`config.mk`:
```
export PLATFORM = sky130hd
export DESIGN_NAME = cdc_2phase_receiver_flat
export DESIGN_NICKNAME = d
export VERILOG_FILES = /design/src/rtl/cdc_2phase_receiver_if.sv /design/src/rtl/cdc_2phase_receiver.sv /design/src/flat_wrapper.sv
export SDC_FILE = /design/constraint.sdc
export NUM_CORES = 1
export LEC_CHECK = 0
export ABC_AREA = 0
export ABC_CLOCK_PERIOD_IN_PS = 3600
export BUFFER_PORTS_ARGS = -buffer_cell sky130_fd_sc_hd__buf_2
export CORE_MARGIN = 2
export CORE_UTILIZATION = 40
export CTS_BUF_LIST = sky130_fd_sc_hd__clkbuf_16
export CTS_CLUSTER_SIZE = 8
export DETAILED_ROUTE_END_ITERATION = 8
export PLACE_DENSITY = 0.68
export REMOVE_ABC_BUFFERS = 1
export SYNTH_ARGS = -nofsm -noshare
export SYNTH_HDL_FRONTEND = slang
export SYNTH_SLANG_ARGS = --single-unit
export TNS_END_PERCENT = 100
```
`constraint.sdc`:
```
create_clock -name clock -period 3.6 [get_ports clock]
set_clock_uncertainty 0.15 [all_clocks]
set_input_delay 0.72 -clock clock [delete_from_list [all_inputs] [get_ports clock]]
set_output_delay 0.72 -clock clock [all_outputs]
set_load 0.01 [all_outputs]
```
`src/rtl/cdc_2phase_receiver_if.sv`:
```
// Receiver-side bundle of a 2-phase toggle link plus its local valid/ready output.
// master = remote sender and local consumer; slave = the receiver block.
interface cdc_2phase_receiver_if #(
  parameter int unsigned WORD_WIDTH = 8
);
  logic                  req_toggle;
  logic [WORD_WIDTH-1:0] data_in;
  logic                  ack_toggle;
  logic                  valid_out;
  logic                  ready_in;
  logic [WORD_WIDTH-1:0] data_out;

  modport master (
    output req_toggle, data_in, ready_in,
    input  ack_toggle, valid_out, data_out
  );

  modport slave (
    input  req_toggle, data_in, ready_in,
    output ack_toggle, valid_out, data_out
  );
endinterface

```
`src/rtl/cdc_2phase_receiver.sv`:
```
// Receiving end of a 2-phase toggle handshake: synchronise the request level,
// capture the word on a level change, offer it via valid/ready, toggle ack on accept.
module cdc_2phase_receiver #(
  parameter int unsigned WORD_WIDTH  = 8,
  parameter int unsigned SYNC_STAGES = 2
) (
  input logic                    clock,
  input logic                    clear,
  cdc_2phase_receiver_if.slave   link
);

  typedef enum logic {
    IDLE = 1'b0,
    HOLD = 1'b1
  } state_t;

  state_t                  state_q, state_d;
  logic [SYNC_STAGES-1:0]  sync_q;
  logic                    req_sync;
  logic                    req_seen_q, req_seen_d;
  logic                    ack_q, ack_d;
  logic                    valid_q, valid_d;
  logic [WORD_WIDTH-1:0]   data_q, data_d;

  assign req_sync = sync_q[SYNC_STAGES-1];

  always_ff @(posedge clock or posedge clear) begin
    if (clear) begin
      sync_q <= '0;
    end else begin
      sync_q <= {sync_q[SYNC_STAGES-2:0], link.req_toggle};
    end
  end

  always_ff @(posedge clock or posedge clear) begin
    if (clear) begin
      state_q    <= IDLE;
      req_seen_q <= 1'b0;
      ack_q      <= 1'b0;
      valid_q    <= 1'b0;
      data_q     <= '0;
    end else begin
      state_q    <= state_d;
      req_seen_q <= req_seen_d;
      ack_q      <= ack_d;
      valid_q    <= valid_d;
      data_q     <= data_d;
    end
  end

  // Only a change of the synchronised level matters; its polarity is never used.
  always_comb begin
    state_d    = state_q;
    req_seen_d = req_seen_q;
    ack_d      = ack_q;
    valid_d    = valid_q;
    data_d     = data_q;
    unique case (state_q)
      IDLE: begin
        if (req_sync != req_seen_q) begin
          data_d     = link.data_in;
          req_seen_d = req_sync;
          valid_d    = 1'b1;
          state_d    = HOLD;
        end
      end
      HOLD: begin
        if (link.ready_in) begin
          valid_d = 1'b0;
          ack_d   = ~ack_q;
          state_d = IDLE;
        end
      end
      default: state_d = IDLE;
    endcase
  end

  assign link.ack_toggle = ack_q;
  assign link.valid_out  = valid_q;
  assign link.data_out   = data_q;

endmodule

```
`src/flat_wrapper.sv`:
```
// flat-port wrapper written by rule: the top's interface ports become plain ports
module cdc_2phase_receiver_flat 
#(
  parameter int unsigned WORD_WIDTH  = 8,
  parameter int unsigned SYNC_STAGES = 2
)
  (clock, clear, link_req_toggle, link_data_in, link_ready_in, link_ack_toggle, link_valid_out, link_data_out);
  cdc_2phase_receiver_if #(.WORD_WIDTH(WORD_WIDTH)) link_i ();
  input logic clock;
  input logic clear;
  input wire logic [$bits(link_i.req_toggle)-1:0] link_req_toggle;
  input wire logic [$bits(link_i.data_in)-1:0] link_data_in;
  input wire logic [$bits(link_i.ready_in)-1:0] link_ready_in;
  output wire logic [$bits(link_i.ack_toggle)-1:0] link_ack_toggle;
  output wire logic [$bits(link_i.valid_out)-1:0] link_valid_out;
  output wire logic [$bits(link_i.data_out)-1:0] link_data_out;
  assign link_i.req_toggle = link_req_toggle;
  assign link_i.data_in = link_data_in;
  assign link_i.ready_in = link_ready_in;
  assign link_ack_toggle = link_i.ack_toggle;
  assign link_valid_out = link_i.valid_out;
  assign link_data_out = link_i.data_out;
  cdc_2phase_receiver #(.WORD_WIDTH(WORD_WIDTH), .SYNC_STAGES(SYNC_STAGES)) u_core (.clock(clock), .clear(clear), .link(link_i));
endmodule
```
==> reports/results.tsv, run 1 <==
metric	value	unit
grt-ovfl-total	0	
cts_tree	yes	
num_rows	13	
worstPathMaxFanout	8	
antennaDiodeCount	0	
power_density	1013	nW/µm²
grt_usage	14.89	%
initial_core_util	42.55	%
outcome	complete, no violations	
layout.cells.non_filler	71	
min_period	1683	ps
criticalPathCategory	register to register	
htree_levels	1	
p_clk_share	26.9	%
hp-start	u_core.sync_q[0]	
fp.coreArea	1285	µm²
fin_tns_setup	0	ps
grt_pass1_wl	1462	µm
synth_area_per_cell	16.57	µm²
die_h	40.97	µm
internal_power	535.2	µW
via_per_inst	4.563	
die_x	40.97	µm
cp_slowest_stage_delay	470	ps
worst_hold_slack	198.7	ps
synth_seq_area_share	64.07	%
first_global_vias	333	
vias	324	
grt_start_max_net_pins	15	
pwr-share-comb	36.1	%
rsz0062_at_grt	false	
drtIter0Drc	0	
clock-sinks	14	
required	3570	ps
regArea	350.3	µm²
antenna_found_initial	0	
io_pins	22	
ys_seq_elements	14	
drv_cap	0	
gp_congestion	0.6427	
multi_input_area	177.7	µm²
r2r_start	u_core.req_seen_q	
critPathLaunchType	register	
slew_violations	0	
dieArea	1679	µm²
fin_crit_sh	46.75	%
synth_area	546.8	µm²
clock.fmax	594.1	MHz
leakage	0.3771	nW
fillers	107	
cp_cell_sequence	xor2_1 > and2b_1 > mux2_4	
drt-total-wl	948	µm
post_cts_resized	0	
first_pass_iters	1	
tightest_slew	506.7	ps
wire_per_inst	13.35	µm
drc	0	
finalPower	744.1	µW
insertion_delay	240	ps
p_sw_share	28.07	%
netlist_instances	33	
crit_path_end_kind	register	
dp_cells	68	
crit_slowest_cell	and2b_1	
path_clk_slew	40	ps
arrival	1650	ps
ys_warn_count	0	
ant_nets	0	
worst_hold_path_type	register to register	
numCtsBuffers	3	
max_slew_margin	66.18	%
numPortBuffers	21	
clockRootBuffer	clkbuf_16	
final_hold_viol_count	0	
seqPwrFrac	37.0	%
power.switching	208.9	µW
drive_above_1_share	58.93	%
layout.nets	70	
rrSetupSlack	1920	ps
cts_max_path_buffers	2	
cts_setup_buffers	0	
yosysUniqueCellTypes	12	
setup_viol	0	
ctsHoldBuffers	0	
peakVddDrop	403.9	µV
syn_to_final_growth	34.32	%
dpl.hpwl	657.6	µm
cp-startpoint	u_core.req_seen_q	
==> synth_stat cells (all sizes together) <==
| cell type | number | share of area [%] |
|---|---|---|
| xor2 | 1 | 1.6 |
| o21a | 1 | 1.4 |
| mux2 | 9 | 24 |
| and2b | 1 | 1.4 |
| inv | 2 | 1.4 |
| xnor2 | 1 | 1.6 |
| o22ai | 1 | 1.1 |
| buf | 1 | 2.1 |
| nand2 | 1 | 0.69 |
| dfrtp | 14 | 64 |
| nor2 | 1 | 0.69 |
==> per-stage QoR <==
| step | util (%) | setup WS (ps) | cell area [µm²] |
|---|---|---|---|
| 2_1_floorplan | - | 2045 | 535.5 |
| 3_3_place_gp | 51.31 | 1953 | 659.4 |
| 3_5_place_dp | 51.31 | 1907 | 659.4 |
| 4_1_cts | 57.16 | 1883 | 734.5 |
| 5_1_grt | 57.16 | 1818 | 734.5 |
| 6_report | 57.16 | 1917 | 734.5 |
==> final timing paths <==
check                                          end  cells past startpoint
min reg2reg                       u_core.sync_q[1]                      0
max in group asynchronous        u_core.req_seen_q                      2
max                        u_core.link.data_out[5]                      3
min                               u_core.sync_q[1]                      0
min in group asynchronous  u_core.link.data_out[6]                      2
max reg2reg                u_core.link.data_out[5]                      3
==> area by class of cell <==
cell class / instances / share of cell area, %
Timing Repair Buffer: 21 / 14.31
Clock buffer: 3 / 10.22
Sequential cell: 14 / 47.70
Tap cell: 15 / 2.555
Inverter: 2 / 1.022
Multi-Input combinational cell: 16 / 24.19
==> registers in the layout, summed over array words and instances, names as in the netlist <==
register and cells:
u_core.sync_q 2, u_core.state_q 1, u_core.link.valid_out 1, u_core.link.ack_toggle 1
u_core.link.data_out 8, u_core.req_seen_q 1
==> kinds of logic (layout without fill, tap and decap cells) <==
kind of cell              Yosys count  after routing  share of synthesized area [%]
muxes                               9              9                          24.03
DFF                                14             14                          64.07
AOI/OAI and AO/OA                   2              2                          2.518
buffers and inverters               3             26                          3.433
and+or+nand+nor                     3              3                          2.745
xor gates and xnor gates            2              2                          3.204
==> cell usage in the layout, fill, tap and decap left out <==
| master | instances |
|---|---|
| and2b_1 | 1 |
| buf_2 | 21 |
| clkbuf_16 | 3 |
| dfrtp_1 | 14 |
| inv_1 | 2 |
| mux2_2 | 1 |
| mux2_4 | 8 |
| nand2_1 | 1 |
| nor2_1 | 1 |
| o21a_1 | 1 |
| o22ai_1 | 1 |
| xnor2_1 | 1 |
| xor2_1 | 1 |
==> critical path, delay by kind of cell (launching register included) <==
kind	cells	cell delay [ps]
mux	1	350
flops	1	380
xor+xnor	1	230
simple gates	1	470
==> routing by layer <==
metal  global-route usage, %  wire length, µm  vias up  share of wire (%)
met1                   15.22              371      151                 39
met3                   8.152               83        2                8.8
met4                   7.500                5        0               0.53
met5                       0                0        -                  0
met2                   24.22              488       16                 51
li1                        -                -      155                  -
==> power groups by stage <==
stage | combinational (mW) | clock (mW) | sequential, mW
5_1_grt | 0.291 | 0.212 | 0.285
3_5_place_dp | 0.272 | 0 | 0.277
6_report | 0.269 | 0.200 | 0.275
3_3_place_gp | 0.264 | 0 | 0.275
4_1_cts | 0.274 | 0.203 | 0.277
2_1_floorplan | 0.160 | 0 | 0.300
No activity file was read; power rests on OpenSTA's default activity.
==> run 2, diff against run 1 <==
Settings changed: ABC_CLOCK_PERIOD_IN_PS 3600 to 1800.
Clock period 3.6 ns to 1.8 ns, I/O delays scaled along.
==> run 2 against run 1 <==
Effect of this change: the flow now finishes with violations (hold timing); flip-flop and latch count unchanged; die area unchanged; first-iteration DRC count increased by 4; sequential share of layout area decreased by 0.72 points; hold slack got worse by 210 ps; cell area increased by 1.5%; critical path depth increased by 1; power increased by 100%; combinational power increased by 100%; critical path type unchanged; critical endpoint is now u_core.link.data_out[2]; largest power group is now combinational cells; highest routed layer unchanged.
==> reports/results.tsv, run 2 (same netlist as run 1, synthesis figures left out) <==
metric	value	unit
outcome	finished with violations	
violations	hold timing	
die_x	40.97	µm
layout.nets	71	
clockRootBuffer	clkbuf_16	
fin_crit_sh	84.25	%
ctsHoldBuffers	0	
min_period	1516	ps
drtIter0Drc	4	
drc	0	
cts_setup_buffers	0	
grt-ovfl-total	0	
slew_violations	0	
cp_slowest_stage_delay	370	ps
worst_hold_path_type	input pin to async pin	
ant_nets	0	
numCtsBuffers	3	
post_cts_resized	0	
antenna_found_initial	0	
clock-sinks	14	
drive_above_1_share	58.62	%
finalPower	1.507	mW
grt_usage	14.19	%
first_pass_iters	4	
drt-total-wl	866	µm
antennaDiodeCount	0	
io_pins	22	
max_slew_margin	65.91	%
setup_viol	0	
worst-path-buf-inv	1	
worst_hold_slack	-8.659	ps
worstPathMaxFanout	8	
final_cell_mix	buf_2, dfrtp_1, mux2_4, clkbuf_16, inv_1	
numPortBuffers	21	
peakVddDrop	1140	µV
power_density	2020	nW/µm²
arrival	1490	ps
fp.coreArea	1285	µm²
layout.cells.non_filler	73	
grt_start_max_net_pins	15	
via_per_inst	4.589	
num_rows	13	
clock.fmax	659.4	MHz
multi_input_area	177.7	µm²
path_clk_slew	50	ps
grt_pass1_wl	1407	µm
first_global_vias	338	
crit_slowest_cell	dfrtp_1	
largest_reg_flops	8	
vias	335	
fillers	108	
drv_cap	0	
final_common_cell	buf_2	
initial_core_util	42.55	%
required	1770	ps
dieArea	1679	µm²
wire_per_inst	11.86	µm
gp_congestion	0.6429	
tightest_slew	510.8	ps
cts_tree	yes	
regArea	350.3	µm²
cp_cell_sequence	xor2_1 > and2b_1 > buf_4 > mux2_4	
htree_levels	1	
insertion_delay	240	ps
setup_ws	283.6	ps
critPathTopFamily	flip-flops	
crit_path_end_kind	register	
dp_slack	276.8	ps
leakage	0.3839	nW
final_hold_viol_count	14	
critPathLaunchType	register	
dp_cells	69	
cts_max_path_buffers	2	
syn_to_final_growth	36.38	%
rsz0062_at_grt	false	
fin_tns_setup	0	ps
criticalPathCategory	register to register	
die_h	40.97	µm
-- run 2: path summary, 6_finish.rpt --
path	to	depth (start not counted)	slack, ps	from
min in group clock	u_core.sync_q[0]	1	80	link_req_toggle
max in group asynchronous	u_core.req_seen_q	2	1160	clear
worst min-delay path	u_core.link.data_out[6]	2	-9	clear
worst max register to register	u_core.link.data_out[2]	4	280	u_core.req_seen_q
worst max-delay path	u_core.link.data_out[2]	4	280	u_core.req_seen_q
worst min register to register	u_core.sync_q[1]	0	190	u_core.sync_q[0]
-- run 2: per-stage QoR --
| stage | util, % | cell area [µm²] |
|---|---|---|
| finish | 58.03 | 745.7 |
| global route | 58.03 | 745.7 |
| CTS | 58.03 | 745.7 |
| detailed placement | 51.90 | 666.9 |
| global placement | 51.90 | 666.9 |
| floorplan | - | 535.5 |
-- run 2: layout make-up --
type | count | area share, %
Multi-Input combinational cell | 16 | 23.83
Inverter | 2 | 1.007
Clock buffer | 3 | 10.07
Clock inverter | 1 | 0.5034
Timing Repair Buffer | 22 | 15.10
Tap cell | 15 | 2.517
Sequential cell | 14 | 46.98
-- run 2: layer usage --
| layer | GRT usage [%] | part of all wire, % | up-vias |
|---|---|---|---|
| met5 | 0 | 0 | - |
| met1 | 14.83 | 41 | 158 |
| met4 | 12.50 | 3.6 | 0 |
| li1 | - | - | 158 |
| met3 | 4.891 | 6.7 | 4 |
| met2 | 22.27 | 49 | 15 |
-- run 2: power breakdown --
part | internal (mW) | total [mW] | switching (mW)
sequential | 0.461 | 0.547 | 0.0860
clock | 0.293 | 0.412 | 0.119
combinational | 0.333 | 0.548 | 0.215
==> run 3, diff against run 2 <==
Settings changed: ABC_AREA 0 to 1, ABC_CLOCK_PERIOD_IN_PS 1800 to 1540.
Clock period 1.8 ns to 1.54 ns, I/O delays scaled along.
==> run 3 against run 2 <==
Effect of this change: hold slack better by 32 ps; largest power group is now registers; core utilization up 0.81 points; die area up 1.1%; critical path depth down 3; flip-flop and latch count unchanged; area after synthesis up 1.1%; global-route usage up 1.7 points; the flow now finishes without violations; clock power up 16%; sequential power up 15%.
==> reports/results.tsv, run 3 <==
metric	value	unit
outcome	complete, no violations	
grt_usage	15.93	%
first_global_vias	393	
dpl.hpwl	790.7	µm
synth_area	553.0	µm²
synth_edf_count	0	
htree_levels	1	
worst_hold_slack	23.64	ps
rsz0062_at_grt	false	
power_density	2202	nW/µm²
dieArea	1696	µm²
synthTopCellsByArea	dfrtp_1, nand2_1, nand4_1	
fin_crit_sh	79.10	%
cp_cell_sequence	buf_2	
synth_area_leader_cell	dfrtp_1	
die_h	41.19	µm
grt_start_max_net_pins	15	
synth_area_per_cell	10.43	µm²
syn_to_final_growth	38.46	%
crit_path_end_kind	output pin	
insertion_delay	240	ps
numPortBuffers	21	
antenna_found_initial	0	
fin_tns_setup	0	ps
final_hold_viol_count	0	
largest_reg_flops	8	
final_common_cell	buf_2	
clock.fmax	821.0	MHz
arrival	760	ps
ys_seq_elements	14	
synthTopCellsByCount	nand2_1, dfrtp_1, nand4_1	
first_pass_iters	5	
cp_slowest_stage_delay	380	ps
cts_max_path_buffers	2	
clock-sinks	14	
yosysMostFrequentCell	nand2_1	
tightest_slew	541.6	ps
max_slew_margin	63.86	%
grt_pass1_wl	1676	µm
critPathTopFamily	flip-flops	
criticalPathCategory	register to output pin	
clockRootBuffer	clkbuf_16	
wire_per_inst	11.83	µm
netlist_instances	53	
crit_slowest_cell	dfrtp_1	
yosysUniqueCellTypes	11	
min_period	1218	ps
ys_warn_count	0	
critPathLaunchType	register	
worst-path-buf-inv	1	
setup_viol	0	
via_per_inst	4.894	
vias	460	
slew_violations	0	
layout.nets	92	
drt-total-wl	1112	µm
synth.top_cell.area_share	63.35	%
numCtsBuffers	3	
peakVddDrop	995.5	µV
antennaDiodeCount	0	
required	1080	ps
fp.coreArea	1301	µm²
drc	0	
synth_seq_area_share	63.35	%
synth_top_flop_cell	dfrtp_1	
cts_tree	yes	
num_rows	13	
path_clk_slew	50	ps
drtIter0Drc	8	
final_cell_mix	buf_2, nand2_1, dfrtp_1, nand4_1, inv_1	
io_pins	22	
drive_above_1_share	37.97	%
gp_congestion	0.7100	
initial_core_util	42.50	%
die_x	41.19	µm
drv_cap	0	
leakage	0.4216	nW
grt-ovfl-total	0	
worst_hold_path_type	input pin to register	
worstPathMaxFanout	2	
ant_nets	0	
async_flop_share	100.0	%
[run 3: power breakdown]
| part | leakage (nW) | switching (mW) | internal (mW) |
|---|---|---|---|
| sequential | 0.169 | 0.0982 | 0.531 |
| combinational | 0.214 | 0.353 | 0.225 |
| clock | 0.0385 | 0.137 | 0.342 |
| total | 0.422 | 0.588 | 1.10 |
[run 3: path summary, 6_finish.rpt]
check / start / to / slack (ps) / cells past startpoint
max in group asynchronous: clear / u_core.link.ack_toggle / 380 / 3
hold / removal: link_req_toggle / u_core.sync_q[0] / 20 / 1
hold reg to reg: u_core.sync_q[0] / u_core.sync_q[1] / 200 / 0
setup / recovery: u_core.link.data_out[0] / link_data_out[0] / 320 / 1
setup reg to reg: u_core.req_seen_q / u_core.link.data_out[0] / 380 / 4
min in group asynchronous: clear / u_core.link.data_out[2] / 500 / 3
[run 3: per-layer routing]
layer / up-vias / track usage (%) / wire (µm) / part of all wire [%]
li1: 231 / - / - / -
met1: 209 / 19.53 / 526 / 47
met2: 18 / 23.83 / 493 / 44
met3: 2 / 5.435 / 81 / 7.3
met4: 0 / 9.677 / 10 / 0.90
met5: - / 0 / 0 / 0
[run 3: stage by stage]
stage	worst slack (ps)	utilization (%)	cell area [µm²]	instances	power (mW)
finish	321.9	58.85	765.7	94	1.686
global route	225.6	58.85	765.7	94	1.807
CTS	315.3	58.85	765.7	94	1.704
detailed placement	399.6	52.02	676.9	89	1.210
global placement	426.0	52.02	676.9	89	1.192
floorplan	496.0	-	553.0	53	0.9984
[run 3: repair_timing]
| item | in CTS | in global routing |
|---|---|---|
| hold endpoints to repair | 14 | 0 |
| hold buffers | 1 | 0 |
| buffers inserted | 0 | 0 |
| gates resized for setup | 0 | 0 |
[run 3: cells by family (layout without fill, tap and decap cells)]
group | after synthesis | count (layout) | synth area share (%)
compound gates | 3 | 3 | 3.394
xor+xnor | 1 | 1 | 1.584
buf+inv | 6 | 32 | 4.072
flops | 14 | 14 | 63.35
simple gates | 29 | 29 | 27.60
[run 3: final cells by class]
| class | instances | area, µm² |
|---|---|---|
| inverter | 6 | 22.52 |
| fill | 119 | 535.5 |
| multi-input combinational | 33 | 180.2 |
| timing repair buffer | 22 | 115.1 |
| tap | 15 | 18.77 |
| clock inverter | 1 | 3.754 |
| clock buffer | 3 | 75.07 |
| sequential | 14 | 350.3 |
